==> src/rtl/fruit_ninja_pkg.sv <==
// Shared types and constants for the PS/2 mouse front end.
package fruit_ninja_pkg;

  typedef enum logic [1:0] {
    FR_IDLE   = 2'd0,
    FR_DATA   = 2'd1,
    FR_PARITY = 2'd2,
    FR_STOP   = 2'd3
  } frame_state_t;

  typedef enum logic [1:0] {
    PK_WAIT_B0 = 2'd0,
    PK_WAIT_B1 = 2'd1,
    PK_WAIT_B2 = 2'd2,
    PK_UPDATE  = 2'd3
  } pkt_state_t;

  localparam int unsigned BTN_L = 0;
  localparam int unsigned ALIGN = 3;
  localparam int unsigned XSIGN = 4;
  localparam int unsigned YSIGN = 5;
  localparam int unsigned XOVF  = 6;
  localparam int unsigned YOVF  = 7;

  localparam int unsigned PS2_FRAME_BITS = 11;

endpackage

==> src/rtl/ps2_mouse_cursor_if.sv <==
// PS/2 line inputs and cursor outputs of the mouse front end.
interface ps2_mouse_cursor_if;
  logic       ps2_clk;
  logic       ps2_data;
  logic [7:0] mouse_x;
  logic [7:0] mouse_y;
  logic       mouse_click;
  logic       click_pulse;
  logic       packet_valid;
  logic       frame_error;

  modport master (
    output ps2_clk, ps2_data,
    input  mouse_x, mouse_y, mouse_click, click_pulse, packet_valid, frame_error
  );

  modport slave (
    input  ps2_clk, ps2_data,
    output mouse_x, mouse_y, mouse_click, click_pulse, packet_valid, frame_error
  );
endinterface

==> src/rtl/ps2_mouse_cursor_rx_byte.sv <==
// PS/2 byte receiver: synchronizer, falling-edge detect, 11-bit deframer, idle timeout.
module ps2_rx_byte
  import fruit_ninja_pkg::*;
#(
  parameter int unsigned TIMEOUT_CYCLES = 100000
) (
  input  logic       clk,
  input  logic       reset,
  input  logic       i_ps2_clk,
  input  logic       i_ps2_data,
  output logic       o_byte_valid,
  output logic [7:0] o_byte_data,
  output logic       o_frame_error
);

  localparam int unsigned CW = $clog2(TIMEOUT_CYCLES + 1);
  localparam logic [CW-1:0] TO_VAL = CW'(TIMEOUT_CYCLES);

  logic          r_clk_s1, r_clk_s2, r_clk_prev;
  logic          r_data_s1, r_data_s2;
  frame_state_t  r_state;
  logic [2:0]    r_bit_cnt;
  logic [7:0]    r_shift;
  logic          r_parity;
  logic [7:0]    r_byte;
  logic          r_byte_valid;
  logic          r_frame_error;
  logic [CW-1:0] r_idle_cnt;
  logic          w_fall;

  assign w_fall = r_clk_prev & ~r_clk_s2;

  always_ff @(posedge clk) begin
    if (reset) begin
      // Lines idle high, so the synchronizers start high to avoid a false edge.
      r_clk_s1      <= 1'b1;
      r_clk_s2      <= 1'b1;
      r_clk_prev    <= 1'b1;
      r_data_s1     <= 1'b1;
      r_data_s2     <= 1'b1;
      r_state       <= FR_IDLE;
      r_bit_cnt     <= '0;
      r_shift       <= '0;
      r_parity      <= 1'b0;
      r_byte        <= '0;
      r_byte_valid  <= 1'b0;
      r_frame_error <= 1'b0;
      r_idle_cnt    <= '0;
    end else begin
      r_clk_s1      <= i_ps2_clk;
      r_clk_s2      <= r_clk_s1;
      r_clk_prev    <= r_clk_s2;
      r_data_s1     <= i_ps2_data;
      r_data_s2     <= r_data_s1;
      r_byte_valid  <= 1'b0;
      r_frame_error <= 1'b0;

      if (w_fall) begin
        r_idle_cnt <= '0;
        case (r_state)
          FR_IDLE: begin
            if (!r_data_s2) begin
              r_state   <= FR_DATA;
              r_bit_cnt <= '0;
            end else begin
              r_frame_error <= 1'b1;
            end
          end
          FR_DATA: begin
            r_shift <= {r_data_s2, r_shift[7:1]};
            if (r_bit_cnt == 3'd7) r_state <= FR_PARITY;
            else                   r_bit_cnt <= r_bit_cnt + 3'd1;
          end
          FR_PARITY: begin
            r_parity <= r_data_s2;
            r_state  <= FR_STOP;
          end
          FR_STOP: begin
            r_state <= FR_IDLE;
            if (r_data_s2 && (^{r_shift, r_parity})) begin
              r_byte       <= r_shift;
              r_byte_valid <= 1'b1;
            end else begin
              r_frame_error <= 1'b1;
            end
          end
          default: r_state <= FR_IDLE;
        endcase
      end else if (r_state != FR_IDLE) begin
        if (r_idle_cnt == TO_VAL) begin
          r_frame_error <= 1'b1;
          r_state       <= FR_IDLE;
          r_idle_cnt    <= '0;
        end else begin
          r_idle_cnt <= r_idle_cnt + 1'b1;
        end
      end
    end
  end

  assign o_byte_valid  = r_byte_valid;
  assign o_byte_data   = r_byte;
  assign o_frame_error = r_frame_error;

endmodule

==> src/rtl/ps2_mouse_cursor.sv <==
// PS/2 mouse packet assembly and clamped cursor integration in game coordinates.
module ps2_mouse_cursor
  import fruit_ninja_pkg::*;
#(
  parameter int unsigned X_MAX          = 159,
  parameter int unsigned Y_MAX          = 119,
  parameter int unsigned SPEED_SHIFT    = 1,
  parameter int unsigned TIMEOUT_CYCLES = 100000
) (
  input  logic              clk,
  input  logic              reset,
  ps2_mouse_cursor_if.slave bus
);

  localparam logic [7:0]        X_MAX_8 = 8'(X_MAX);
  localparam logic [7:0]        Y_MAX_8 = 8'(Y_MAX);
  localparam logic signed [9:0] X_MAX_S = 10'(X_MAX);
  localparam logic signed [9:0] Y_MAX_S = 10'(Y_MAX);
  localparam logic [7:0]        X_RST   = 8'((X_MAX + 1) / 2);
  localparam logic [7:0]        Y_RST   = 8'((Y_MAX + 1) / 2);

  logic       w_byte_valid;
  logic [7:0] w_byte_data;
  logic       w_frame_error;

  ps2_rx_byte #(
    .TIMEOUT_CYCLES(TIMEOUT_CYCLES)
  ) u_rx (
    .clk          (clk),
    .reset        (reset),
    .i_ps2_clk    (bus.ps2_clk),
    .i_ps2_data   (bus.ps2_data),
    .o_byte_valid (w_byte_valid),
    .o_byte_data  (w_byte_data),
    .o_frame_error(w_frame_error)
  );

  pkt_state_t r_state;
  logic       r_btn, r_xs, r_ys, r_xo, r_yo;
  logic [7:0] r_b1, r_b2;
  logic [7:0] r_x, r_y;
  logic       r_click, r_click_pulse, r_packet_valid;

  logic signed [8:0] w_dx, w_dy, w_sx, w_sy;
  logic signed [9:0] w_sum_x, w_sum_y;
  logic [7:0]        w_next_x, w_next_y;

  always_comb begin
    w_dx    = {r_xs, r_b1};
    w_dy    = {r_ys, r_b2};
    w_sx    = w_dx >>> SPEED_SHIFT;
    w_sy    = w_dy >>> SPEED_SHIFT;
    // PS/2 Y is up-positive; the screen is down-positive, hence the subtraction.
    w_sum_x = $signed({2'b00, r_x}) + $signed({w_sx[8], w_sx});
    w_sum_y = $signed({2'b00, r_y}) - $signed({w_sy[8], w_sy});

    w_next_x = w_sum_x[7:0];
    if (w_sum_x[9])             w_next_x = '0;
    else if (w_sum_x > X_MAX_S) w_next_x = X_MAX_8;

    w_next_y = w_sum_y[7:0];
    if (w_sum_y[9])             w_next_y = '0;
    else if (w_sum_y > Y_MAX_S) w_next_y = Y_MAX_8;
  end

  always_ff @(posedge clk) begin
    if (reset) begin
      r_state        <= PK_WAIT_B0;
      r_btn          <= 1'b0;
      r_xs           <= 1'b0;
      r_ys           <= 1'b0;
      r_xo           <= 1'b0;
      r_yo           <= 1'b0;
      r_b1           <= '0;
      r_b2           <= '0;
      r_x            <= X_RST;
      r_y            <= Y_RST;
      r_click        <= 1'b0;
      r_click_pulse  <= 1'b0;
      r_packet_valid <= 1'b0;
    end else begin
      r_click_pulse  <= 1'b0;
      r_packet_valid <= 1'b0;
      if (w_frame_error) begin
        r_state <= PK_WAIT_B0;
      end else begin
        case (r_state)
          PK_WAIT_B0: begin
            if (w_byte_valid && w_byte_data[ALIGN]) begin
              r_btn   <= w_byte_data[BTN_L];
              r_xs    <= w_byte_data[XSIGN];
              r_ys    <= w_byte_data[YSIGN];
              r_xo    <= w_byte_data[XOVF];
              r_yo    <= w_byte_data[YOVF];
              r_state <= PK_WAIT_B1;
            end
          end
          PK_WAIT_B1: begin
            if (w_byte_valid) begin
              r_b1    <= w_byte_data;
              r_state <= PK_WAIT_B2;
            end
          end
          PK_WAIT_B2: begin
            if (w_byte_valid) begin
              r_b2    <= w_byte_data;
              r_state <= PK_UPDATE;
            end
          end
          PK_UPDATE: begin
            if (!r_xo) r_x <= w_next_x;
            if (!r_yo) r_y <= w_next_y;
            r_click        <= r_btn;
            r_click_pulse  <= ~r_click & r_btn;
            r_packet_valid <= 1'b1;
            r_state        <= PK_WAIT_B0;
          end
          default: r_state <= PK_WAIT_B0;
        endcase
      end
    end
  end

  assign bus.mouse_x      = r_x;
  assign bus.mouse_y      = r_y;
  assign bus.mouse_click  = r_click;
  assign bus.click_pulse  = r_click_pulse;
  assign bus.packet_valid = r_packet_valid;
  assign bus.frame_error  = w_frame_error;

endmodule

==> src/flat_wrapper.sv <==
// flat-port wrapper written by rule: the top's interface ports become plain ports
module ps2_mouse_cursor_flat import fruit_ninja_pkg::*;
#(
  parameter int unsigned X_MAX          = 159,
  parameter int unsigned Y_MAX          = 119,
  parameter int unsigned SPEED_SHIFT    = 1,
  parameter int unsigned TIMEOUT_CYCLES = 100000
)
  (clk, reset, bus_ps2_clk, bus_ps2_data, bus_mouse_x, bus_mouse_y, bus_mouse_click, bus_click_pulse, bus_packet_valid, bus_frame_error);
  ps2_mouse_cursor_if bus_i ();
  input  logic clk;
  input  logic reset;
  input wire logic [$bits(bus_i.ps2_clk)-1:0] bus_ps2_clk;
  input wire logic [$bits(bus_i.ps2_data)-1:0] bus_ps2_data;
  output wire logic [$bits(bus_i.mouse_x)-1:0] bus_mouse_x;
  output wire logic [$bits(bus_i.mouse_y)-1:0] bus_mouse_y;
  output wire logic [$bits(bus_i.mouse_click)-1:0] bus_mouse_click;
  output wire logic [$bits(bus_i.click_pulse)-1:0] bus_click_pulse;
  output wire logic [$bits(bus_i.packet_valid)-1:0] bus_packet_valid;
  output wire logic [$bits(bus_i.frame_error)-1:0] bus_frame_error;
  assign bus_i.ps2_clk = bus_ps2_clk;
  assign bus_i.ps2_data = bus_ps2_data;
  assign bus_mouse_x = bus_i.mouse_x;
  assign bus_mouse_y = bus_i.mouse_y;
  assign bus_mouse_click = bus_i.mouse_click;
  assign bus_click_pulse = bus_i.click_pulse;
  assign bus_packet_valid = bus_i.packet_valid;
  assign bus_frame_error = bus_i.frame_error;
  ps2_mouse_cursor #(.X_MAX(X_MAX), .Y_MAX(Y_MAX), .SPEED_SHIFT(SPEED_SHIFT), .TIMEOUT_CYCLES(TIMEOUT_CYCLES)) u_core (.clk(clk), .reset(reset), .bus(bus_i));
endmodule
==> config.mk <==
export PLATFORM = sky130hd
export DESIGN_NAME = ps2_mouse_cursor_flat
export DESIGN_NICKNAME = d
export VERILOG_FILES = /design/src/rtl/fruit_ninja_pkg.sv /design/src/rtl/ps2_mouse_cursor_if.sv /design/src/rtl/ps2_mouse_cursor_rx_byte.sv /design/src/rtl/ps2_mouse_cursor.sv /design/src/flat_wrapper.sv
export SDC_FILE = /design/constraint.sdc
export NUM_CORES = 1
export LEC_CHECK = 0
export CORE_MARGIN = 1
export CORE_UTILIZATION = 65
export DETAILED_ROUTE_END_ITERATION = 7
export PLACE_DENSITY = 0.87
export SLEW_MARGIN = 10
export SYNTH_ARGS = -nofsm -noshare
export SYNTH_HDL_FRONTEND = slang
export SYNTH_HIERARCHICAL = 1
export SYNTH_SLANG_ARGS = --single-unit
==> constraint.sdc <==
create_clock -name clk -period 7.2 [get_ports clk]
set_input_delay 0.72 -clock clk [delete_from_list [all_inputs] [get_ports clk]]
set_output_delay 0.72 -clock clk [all_outputs]
set_load 0.05 [all_outputs]
Yosys cells after proc, flatten, opt, wreduce, memory -nomap -nowiden. Cells that the tools add are included.

Add/sub/neg operators: 4. Reductions and logical operators: 25. $lt $le $gt $ge: 2. Mux-type cells: 26. Bitwise gates (word level): 10. Equal/unequal tests: 15.

Operators by type and width (number): 8-bit 2-to-1 mux (4); 3-bit AND reduction (7); 17-bit by 1-bit adder with 17-bit output (second input constant) (1); 17-bit equality test (second input constant) (1); 17-bit 2-to-1 mux (1); 2-bit 2-to-1 mux (8); 2-bit case mux with 4 select lines (2); 9-bit by 8-bit adder with 10-bit output (1); 10-bit by 8-bit > comparator with 1-bit output (second input constant) (1); 10-bit by 9-bit > comparator with 1-bit output (second input constant) (1); 9-bit by 8-bit subtractor with 10-bit output (1); 9-bit parity (1); 2-bit equality test (second input constant) (4); 2-bit != test (second input constant) (4); 1-bit inverter (8); 4-bit AND reduction (2); 2-bit nonzero test (4); 1-bit 2-to-1 mux (7); 3-bit 2-to-1 mux (2); 3-bit != test (second input constant) (2); 3-bit case mux with 2 select lines (1); 2-bit AND reduction (3); 3-bit OR reduction (2); 2-bit by 1-bit equality test with 1-bit output (second input constant) (2); 8 further kinds (12).

Input port bits: 4. Output and inout port bits: 20. Logic and storage cells: 108. Flip-flop bits (word level): 88.

Depth between registers and ports, before layout.
Depth in word-level cells: 5. Gate-level depth with buffers: 11. Gate-level depth less buffers: 11.

Modules after synthesis. The synthesis kept the hierarchy.

Modules (own cells, without submodules): ps2_mouse_cursor (area each 2462.4 µm², cells each 296, times used 1, seq. area each 800.8 µm²); ps2_rx_byte (area each 2114.5 µm², cells each 230, times used 1, seq. area each 920.9 µm²).

Worst setup path before layout. OpenSTA, ideal clock, no wires.

Path type: reg-to-reg. Start point: reg u_core.r_y[0], in the netlist u_core/bus.mouse_y[0]. End point: reg u_core.r_y[3], in the netlist u_core/bus.mouse_y[3]. Period minus slack after synthesis: 2.701 ns. Path buffers: 0. Stages on the path, launching flop included: 12. Path slack: 4.499 ns. Arrival: 2.579 ns. Cell sequence: dfxtp_1 > inv_1 > ha_1 > inv_1 > fa_1 > a211oi_1 > o21ai_0 > o311a_2 > o2111a_1 > nor3_2 > a311oi_2 > a221o_1.

Word-level cells in the longest chain between the ends: 4.

RTL lines: from (decl) (RTL line ps2_mouse_cursor.sv:41) `logic [7:0] r_x, r_y;`; from (signal assigned) (RTL line ps2_mouse_cursor.sv:112) `if (!r_yo) r_y <= w_next_y;`; 9-bit by 8-bit subtractor with 10-bit output (*) (RTL line ps2_mouse_cursor.sv:55) `w_sum_y = $signed({2'b00, r_y}) - $signed({w_sy[8], w_sy});`; 10-bit by 8-bit > comparator with 1-bit output (RTL line ps2_mouse_cursor.sv:63) `else if (w_sum_y > Y_MAX_S) w_next_y = Y_MAX_8;`; 8-bit 2-to-1 mux (RTL line ps2_mouse_cursor.sv:63); 8-bit 2-to-1 mux (*) (RTL line ps2_mouse_cursor.sv:62) `if (w_sum_y[9]) w_next_y = '0;`.

Mark *: on every way between the ends. The rest lies on a longest branch, timed or not. A chain may end at the register's enable or synchronous reset.

Final worst setup path.
Start point: reg u_core.r_y[0], in the netlist u_core/bus.mouse_y[0]. End point: reg u_core.r_y[1], in the netlist u_core/bus.mouse_y[1].

The elaborated chain is that of the path after synthesis.

==> impl_metrics.toml <==
[clock_network]
cts_sinks = 86
clock_path_buffers = 2
clock_latency_ns = 0.36
cts_root_buf = "clkbuf_8"
cts.clk_slew.worst_paths_ns = 0.09
cts_resized = 0
cts_buffers = 9
cts_tree = "built"
cts_max_level = 3
cts_setup_buffers = 0
cts_hold_buf = 0

[finish]
fin_nets = 576
drive_gt1_frac = 0.0699
syn2layout_area_growth_pct = 9.81
antenna_cells = 0

[power_and_ir_drop]
peakVddDrop_v = 0.000168
p_per_area_nw_per_um2 = 167
p_leak_nw = 1.88

[worst_setup_path]
crit_slowest_cell = "fa_1"
critPathArrivalTime_ns = 3.07
start_kind = "flip-flop"
endpoint_kind = "flip-flop"
slowest_delay_ns = 0.40
regToRegSetupSlack_ns = 4.34
cp_data_required_time_ns = 7.41
crit_top_cell = "inv_1"
crit_path_max_fanout = 4
cp_cell_sequence = "inv_1, ha_1, inv_1, fa_1, a211oi_1, o21ai_0, o311a_2, a2111oi_4, nor3_2, a311oi_2, a221oi_1"
crit_type = "flip-flop to flip-flop"

[yosys]
yosys-top-cells-count = "dfxtp_1 (86), a21oi_1 (54), nand2_1 (49), nor2_1 (48), nand3_1 (40)"
synthArstFlopShare = 0
synth.most_common_cell = "dfxtp_1"
syn_nets = 563
syn_inst = 526
ys_seq_area_frac = 0.376
synth_cell_types = 66
synth_warnings = 6
synth-edff-count = 0
synth_area_leaders = "dfxtp_1 (38%), ha_1 (8.5%), a21oi_1 (5.9%)"
syn-cell-area_um2 = 4580
syn_avg_cell_area_um2 = 8.70
yosysTopAreaCell = "dfxtp_1"
ys_ff_latch = 86
ys.flop_type = "dfxtp_1"
synth_top_area_frac = 0.376

[timing]
tightest_slew_ns = 1.07
setup_violations = 0
slew_headroom = 0.282
period_share = 0.397
fin_setup_tns_ns = 0
rsz0062_at_grt = "false"
fin_worst_skew_ns = 0.00731
hold_viol_final = 0
fin_hold_ws_ns = 0.417
slew_viol_final = 0
min_period_ns = 2.86
max_freq_ghz = 0.350

[status]
outcome = "finished, violations left"
violations = "design-rule violations"

[die]
row_count = 30
die_h_um = 85.9
core_um2 = 6790
dieArea_um2 = 7380
io_pins = 24
die_w_um = 85.9
initial_core_util = 0.674

[global_routing]
grt_start_max_net_pins = 71
grt_pass1_wl_um = 15800
globalRouteTotalUtil = 0.268
grt_pass1_vias = 3583
antenna_found_initial = 0
gr-total-overflow = 0

[route]
first_iter_violations = 204
drc = 1
ant_nets = 0
dr.pass1.iters = 7
wl_per_cell_um = 14.7
num_vias = 3841
vias_per_cell = 6.00
drt_wl_total_um = 9390

[flow_run]
maxCapViolations = 0

[placed_design]
port_buffers = 23
dp_hpwl_um = 6670
gp_congestion = 0.927

[min_path]
hold_path.class = "flip-flop to flip-flop"
area by class of cell:
class                           count  area [µm²]
Multi-Input combinational cell    395        2660
Fill cell                         516        1770
Sequential cell                    86        1720
Timing Repair Buffer               24         233
Clock buffer                        9         124
Tap cell                           96         120
Inverter                           23        86.3
Clock inverter                      7        80.1
worst max-delay path: cells and delay by family (launching register included):
family | cells | cell delay (ns)
compound gates | 6 | 1.58
fa+ha+maj | 2 | 0.57
flops | 1 | 0.34
buf+inv | 2 | 0.12
simple gates | 1 | 0.11
kinds of logic after synthesis:
family / count (synthesis) / synth area share
simple gates: 196 / 0.211
compound gates: 113 / 0.161
flops: 86 / 0.376
buf+inv: 45 / 0.0424
xor+xnor: 35 / 0.0763
fa+ha+maj: 33 / 0.0935
mux: 18 / 0.0396
path summary, 6_finish.rpt:
kind | depth (start not counted) | endpoint | startpoint
max | 11 | u_core/bus.mouse_y[1]$_SDFFE_PP0P_ | u_core/bus.mouse_y[0]$_SDFFE_PP0P_
min | 1 | u_core/u_rx/r_data_s2$_SDFF_PP1_ | u_core/u_rx/r_data_s1$_SDFF_PP1_
max reg2reg | 11 | u_core/bus.mouse_y[1]$_SDFFE_PP0P_ | u_core/bus.mouse_y[0]$_SDFFE_PP0P_
min reg2reg | 1 | u_core/u_rx/r_data_s2$_SDFF_PP1_ | u_core/u_rx/r_data_s1$_SDFF_PP1_
registers in the layout, indices dropped and copies added, names as in the netlist, 2 cells and up:
| register | count |
|---|---|
| u_core/u_rx/r_idle_cnt | 17 |
| u_core/bus.mouse_y | 8 |
| u_core/u_rx/r_state | 2 |
| u_core/u_rx/r_shift | 8 |
| u_core/r_b2 | 7 |
| u_core/bus.mouse_x | 8 |
| u_core/r_state | 2 |
| u_core/u_rx/r_bit_cnt | 3 |
| u_core/r_b1 | 7 |
| u_core/u_rx/o_byte_data | 8 |
power breakdown:
part / total, mW / switching, mW / leakage, nW / internal, mW
logic: 0.0138 / 0.0102 / 1.09 / 0.00365
clock network: 0.348 / 0.183 / 0.0968 / 0.164
registers: 0.477 / 0.00101 / 0.694 / 0.476
total: 0.839 / 0.194 / 1.88 / 0.645
placed cells by master, fill, tap and decap left out, types with 6 or more instances in the layout:
| master | count |
|---|---|
| nand4_1 | 7 |
| dfxtp_1 | 86 |
| xor2_1 | 13 |
| or2_2 | 9 |
| nor3_1 | 6 |
| ha_1 | 31 |
| mux2i_1 | 17 |
| nor2b_1 | 9 |
| clkdlybuf4s50_1 | 22 |
| nand3_1 | 40 |
| a21oi_1 | 54 |
| nor2_1 | 48 |
| nand2_1 | 49 |
| clkbuf_8 | 9 |
| o21ai_0 | 17 |
| a211oi_1 | 7 |
| inv_1 | 23 |
| xnor2_1 | 19 |
through the flow:
stage | utilization | power (mW) | cells | instance area [µm²] | worst slack, ns
after floorplan | - | 0.500 | 526 | 4580 | 4.50
after global placement | 0.710 | 0.502 | 624 | 4820 | 4.57
after detailed placement | 0.710 | 0.503 | 624 | 4820 | 4.42
after CTS | 0.740 | 0.847 | 640 | 5030 | 4.39
after global routing | 0.740 | 0.870 | 640 | 5030 | 4.21
final | 0.740 | 0.839 | 640 | 5030 | 4.34
routing by layer:
layer	global-route usage	part of all wire
met4	0.124	0.020
met5	0	0
met1	0.311	0.43
met2	0.475	0.51
met3	0.0520	0.041
Power figures use the tool's default switching activity.
